==> config.mk <==
export PLATFORM = sky130hd
export DESIGN_NAME = mem_link_master
export DESIGN_NICKNAME = d
export VERILOG_FILES = /design/src/rtl/mem_link_master_pkg.sv /design/src/rtl/mem_link_master.sv
export SDC_FILE = /design/constraint.sdc
export NUM_CORES = 1
export LEC_CHECK = 0
export CORE_ASPECT_RATIO = 0.9
export CORE_MARGIN = 2
export CORE_UTILIZATION = 42
export CTS_BUF_LIST = sky130_fd_sc_hd__clkbuf_2 sky130_fd_sc_hd__clkbuf_4 sky130_fd_sc_hd__clkbuf_8
export CTS_CLUSTER_SIZE = 16
export DETAILED_ROUTE_END_ITERATION = 7
export MAX_ROUTING_LAYER = met4
export PLACE_DENSITY = 0.93
export SYNTH_ARGS = -nofsm -noshare
export SYNTH_HDL_FRONTEND = slang
export SYNTH_SLANG_ARGS = --single-unit
==> constraint.sdc <==
create_clock -name CLK -period 2.2 [get_ports CLK]
set_input_delay 0.44 -clock CLK [delete_from_list [all_inputs] [get_ports CLK]]
set_output_delay 0.44 -clock CLK [all_outputs]
set_load 0.01 [all_outputs]
==> src/rtl/mem_link_master_pkg.sv <==
// Shared definitions for the memory-link master: FSM encoding, message lengths,
// payload field offsets and the request-to-message packing helpers.
package mem_link_master_pkg;

    typedef enum logic [1:0] {
        ST_IDLE = 2'd0,
        ST_SEND = 2'd1,
        ST_WAIT = 2'd2,
        ST_RESP = 2'd3
    } state_t;

    localparam logic [4:0] MSG_LEN_READ  = 5'd5;
    localparam logic [4:0] MSG_LEN_WRITE = 5'd9;
    localparam logic [4:0] MSG_LEN_RESP  = 5'd4;

    // Bit 32 is the read flag in a read message and the address base in a write message.
    localparam int OFS_FLAG = 32;
    localparam int OFS_ADDR = 32;
    localparam int OFS_MASK = 64;

    function automatic logic [71:0] read_msg(input logic [31:0] addr);
        logic [71:0] msg;
        msg           = '0;
        msg[31:0]     = addr;
        msg[OFS_FLAG] = 1'b0;
        return msg;
    endfunction

    function automatic logic [71:0] write_msg(input logic [31:0] addr,
                                              input logic [31:0] wdata,
                                              input logic [3:0]  mask);
        logic [71:0] msg;
        msg                 = '0;
        msg[31:0]           = wdata;
        msg[OFS_ADDR +: 32] = addr;
        msg[OFS_MASK +: 4]  = mask;
        return msg;
    endfunction

endpackage

==> src/rtl/mem_link_master.sv <==
// Memory request master over a message channel: packs CPU reads/writes into link
// messages, waits for read responses with an optional timeout and discards strays.
//
// state | meaning
// IDLE  | ready for a CPU request; stray messages are popped here
// SEND  | message registered, waiting for sendable to push it
// WAIT  | read sent, waiting for the response (timeout counter running)
// RESP  | one-cycle resp_valid pulse back to the CPU
module mem_link_master
    import mem_link_master_pkg::*;
#(
    parameter logic [23:0] TIMEOUT = 24'hFFFFFF
) (
    input  logic        CLK,
    input  logic        RST_N,
    input  logic        req_valid,
    output logic        req_ready,
    input  logic        req_we,
    input  logic [31:0] req_addr,
    input  logic [31:0] req_wdata,
    input  logic [3:0]  req_mask,
    output logic        resp_valid,
    output logic [31:0] resp_rdata,
    output logic        resp_err,
    output logic        stray_err,
    output logic        send_flag,
    output logic [4:0]  send_length,
    output logic [71:0] send_data,
    input  logic        sendable,
    output logic        recv_flag,
    input  logic [4:0]  recv_length,
    input  logic [71:0] recv_data,
    input  logic        recvable
);

    state_t      state;
    state_t      state_nxt;
    logic [23:0] wait_cnt;
    logic [23:0] wait_cnt_nxt;
    logic        cur_we;
    logic        pop_block;
    logic        accept;
    logic        drop;
    logic        load_msg;
    logic        take_resp;
    logic        timed_out;
    logic        bad_len;
    logic        recv_unused;

    assign recv_unused = ^recv_data[71:32];

    assign req_ready  = (state == ST_IDLE);
    assign accept     = req_valid && req_ready;
    assign drop       = req_we && (req_mask == 4'b0000);
    assign load_msg   = accept && !drop;

    // pop_block resets high so nothing is popped while held in reset, and it
    // spaces pops two cycles apart so recvable is re-sampled after each pop.
    assign recv_flag  = recvable && !pop_block;
    assign stray_err  = recv_flag && (state != ST_WAIT);
    assign send_flag  = (state == ST_SEND) && sendable;
    assign resp_valid = (state == ST_RESP);

    assign take_resp  = (state == ST_WAIT) && recv_flag;
    assign timed_out  = (state == ST_WAIT) && !take_resp && (TIMEOUT != 24'd0) &&
                        (wait_cnt == TIMEOUT - 24'd1);
    assign bad_len    = (recv_length != MSG_LEN_RESP);

    always_comb begin
        state_nxt = state;
        case (state)
            ST_IDLE: if (load_msg) state_nxt = ST_SEND;
            ST_SEND: if (sendable) state_nxt = cur_we ? ST_IDLE : ST_WAIT;
            ST_WAIT: if (take_resp || timed_out) state_nxt = ST_RESP;
            ST_RESP: state_nxt = ST_IDLE;
            default: state_nxt = ST_IDLE;
        endcase
    end

    // wait_cnt holds the number of WAIT cycles already spent; zero outside WAIT.
    always_comb begin
        wait_cnt_nxt = '0;
        if ((state == ST_WAIT) && (state_nxt == ST_WAIT)) begin
            wait_cnt_nxt = wait_cnt + 24'd1;
        end
    end

    always_ff @(posedge CLK or negedge RST_N) begin
        if (!RST_N) begin
            state       <= ST_IDLE;
            wait_cnt    <= '0;
            pop_block   <= 1'b1;
            cur_we      <= 1'b0;
            send_length <= '0;
            send_data   <= '0;
            resp_rdata  <= '0;
            resp_err    <= 1'b0;
        end else begin
            state     <= state_nxt;
            wait_cnt  <= wait_cnt_nxt;
            pop_block <= recv_flag;
            if (load_msg) begin
                cur_we      <= req_we;
                send_length <= req_we ? MSG_LEN_WRITE : MSG_LEN_READ;
                send_data   <= req_we ? write_msg(req_addr, req_wdata, req_mask)
                                      : read_msg(req_addr);
            end
            if (take_resp) begin
                resp_err   <= bad_len;
                resp_rdata <= bad_len ? 32'd0 : recv_data[31:0];
            end else if (timed_out) begin
                resp_err   <= 1'b1;
                resp_rdata <= 32'd0;
            end
        end
    end

endmodule

==> qor.csv <==
stage;metric;value;unit
run_status;outcome;finished, final reports clean;
placed_design;place_area;8100;µm²
drt;wl;14.9;mm
placed_design;pre_cts_slack;-0.185;ns
final_layout;seq_area;3280;µm²
clock_tree;cts_buffer_depth;2;
global_route;grt_pass1_vias;4884;
synthesis;yosysTopAreaCellShare;0.577;
clock_tree;cts_sinks;131;
synthesis;synth.distinct_cells;41;
synthesis;yosysTopAreaCell;dfrtp_1;
global_route;grt_remaining_overflow;0;
timing;hold_viol;0;
drt;dr.pass1.iters;4;
final_layout;layout-drive-gt1-share;0.0946;
critical_path;required;1.76;ns
timing;grt_setup_unrepaired;no;
die;fp.dieW;126;µm
critical_path;worstSetupEndpointType;output port;
clock_tree;cts_buffers;17;
timing;setup_viol;0;
die;rows;40;
clock_tree;insertion_delay;0.43;ns
timing;relSlewSlack;0.407;
timing;post-route-period-util;0.954;
synthesis;yosys_register_bits;131;
die;dieHeight;114;µm
power_and_ir_drop;p_leak;3.72;nW
synthesis;avgSynthCellArea;10.5;µm²
final_layout;finish.utilization;0.645;
clock_tree;clk_pin_slew;0.07;ns
die;ioPinCount;266;
timing;drv_slew;0;
global_route;antenna_found_initial;1;
final_layout;stdcell_area;8520;µm²
timing;fin_crit;2.10;ns
clock_tree;cts_root_buffer;clkbuf_8;
die;coreArea;13200;µm²
critical_path;critPathKind;input pin to output port;
timing;skew;0.0119;ns
critical_path;cp_max_fo;4;
timing;setup_slack;0.101;ns
power_and_ir_drop;power;8.73;mW
placed_design;portBuffers;219;
die;initial_utilization;0.426;
drt;ant_nets;0;
final_layout;fillers;1061;
placed_design;dp_hpwl;10.9;mm
synthesis;synth_area_leaders;dfrtp_1, nand2_1, o21ai_0, mux2i_1, a22o_1;
clock_tree;tritoncts;done;
final_layout;area_delta_synth_final;51.3;%
critical_path;startpoint_type;input pin;
die;die-area;14400;µm²
drt;via_count;4848;
clock_tree;htreeDepth;4;
drt;drcViolationCount;0;
power_and_ir_drop;ir_worst_vdd;664;µV
placed_design;gp_congestion;0.841;
drt;via_per_inst;5.15;
drt;drt-initial-drc-count;237;
final_layout;fin_nets;914;
drt;wl_per_cell;15.8;µm
timing;fmax;476;MHz
synthesis;netlist_area;5630;µm²
global_route;grt_pass1_wl;24.2;mm
synthesis;yosys_warnings;0;
timing;worst_hold_slack;0.477;ns
timing;tightest_slew;0.889;ns
run;cap_violations;0;
global_route;grt_max_degree;71;
synthesis;synthCells;536;
global_route;grtUsageTotal;0.220;
critical_path;arrival;1.66;ns
final_layout;multi_input_area;2160;µm²
synthesis;yosysSeqAreaShare;0.582;
min_path;worstHoldPathType;register to register;
power_and_ir_drop;p_per_area;1020;nW/µm²
## cell families (layout without fill, tap and decap cells)
family / count (synthesis) / after routing / synth area share
simple gates: 181 / 181 / 0.149
mux: 34 / 34 / 0.0608
xor+xnor: 13 / 13 / 0.0202
fa+ha+maj: 2 / 2 / 0.00444
other cells: 1 / 7 / 0.000666
flops: 131 / 131 / 0.582
compound gates: 125 / 125 / 0.140
buf+inv: 49 / 280 / 0.0422
## cell usage after synthesis, drive strengths merged
library cell and number:
dfrtp 130, nand2 115, o21ai 77, a22o 32, mux2i 32, clkbuf 26
buf 17, nor3 17, xor2 10, nand4 9, a211oi 8, nand3 7
inv 5, or3 5, or4 5, nor2 4, nor4 4, o31ai 4
and2 3, and3 3, and4 3, nand2b 3, xnor2 3, a31oi 2
ha 2, mux2 2, or4b 2, a21oi 1, conb 1, dfstp 1
dlygate4sd1 1, nor2b 1, o211ai 1
## per-layer routing
layer	vias up	wire length (µm)	GRT usage
met2	206	7250	0.354
met4	0	204	0.0601
met1	2300	6230	0.268
li1	2324	-	-
met5	-	0	-
met3	18	1190	0.0732
## layout make-up
| cell class | instances | area share |
|---|---|---|
| clock inverters | 13 | 0.0189 |
| inverters | 5 | 0.00220 |
| repair buffers | 245 | 0.288 |
| flip-flops and latches | 131 | 0.385 |
| well taps | 168 | 0.0247 |
| diodes | 1 | 0.000294 |
| multi-input cells | 361 | 0.254 |
| clock buffers | 17 | 0.0275 |
## per-stage QoR
| step | std cells | TNS, ns |
|---|---|---|
| after detailed placement | 909 | -9.40 |
| after floorplan | 541 | 0 |
| after global placement | 909 | -4.98 |
| final | 941 | 0 |
| after global routing | 941 | 0 |
| after CTS | 940 | 0 |
## cell usage in the layout, fill, tap and decap left out, drive strengths merged, types with 6 or more instances in the layout
cell / netlist / final
nand3: 7 / 7
inv: 5 / 6
nor3: 17 / 17
a22o: 32 / 32
nand4: 9 / 9
a211oi: 8 / 8
o21ai: 77 / 77
clkdlybuf4s50: 0 / 216
nand2: 115 / 115
buf: 17 / 27
clkbuf: 26 / 17
xor2: 10 / 10
mux2i: 32 / 32
conb: 1 / 6
clkinv: 0 / 8
dfrtp: 130 / 130
## flip-flops by register name, indices dropped and copies added (netlist names)
signal and cells:
state 2, send_data 68, resp_err 1, wait_cnt 24, resp_rdata 32, pop_block 1
send_length 3
## power breakdown
part | total [mW] | switching (mW) | internal, mW
registers | 3.52 | 0.421 | 3.10
clock network | 2.04 | 0.935 | 1.11
logic | 3.16 | 1.40 | 1.76
## path summary, 6_finish.rpt
path,startpoint,slack (ns),depth (start not counted),to
max,recvable,0.10,4,recv_flag
min,send_data[33]$_DFFE_PN0P_,0.48,2,send_data[33]$_DFFE_PN0P_
max reg2reg,wait_cnt[6]$_DFF_PN0_,0.19,4,wait_cnt[21]$_DFF_PN0_
min reg2reg,send_data[33]$_DFFE_PN0P_,0.48,2,send_data[33]$_DFFE_PN0P_
max in group asynchronous,RST_N,1.09,3,pop_block$_DFF_PN1_
min in group asynchronous,RST_N,0.49,2,resp_rdata[21]$_DFFE_PN0P_
## repair_timing
item | CTS | global route
buffers inserted | 0 | 0
resized for setup | 2 | 4
hold endpoints to repair | 41 | 0
hold buffers | 1 | 0
setup endpoints to repair | 2 | 7
## critical path: stages
cell and delay (ns):
clkdlybuf4s50_1 0.47, nand2b_2 0.10, inv_1 0.09, clkdlybuf4s50_1 0.55
No activity file was read; power rests on OpenSTA's default activity.
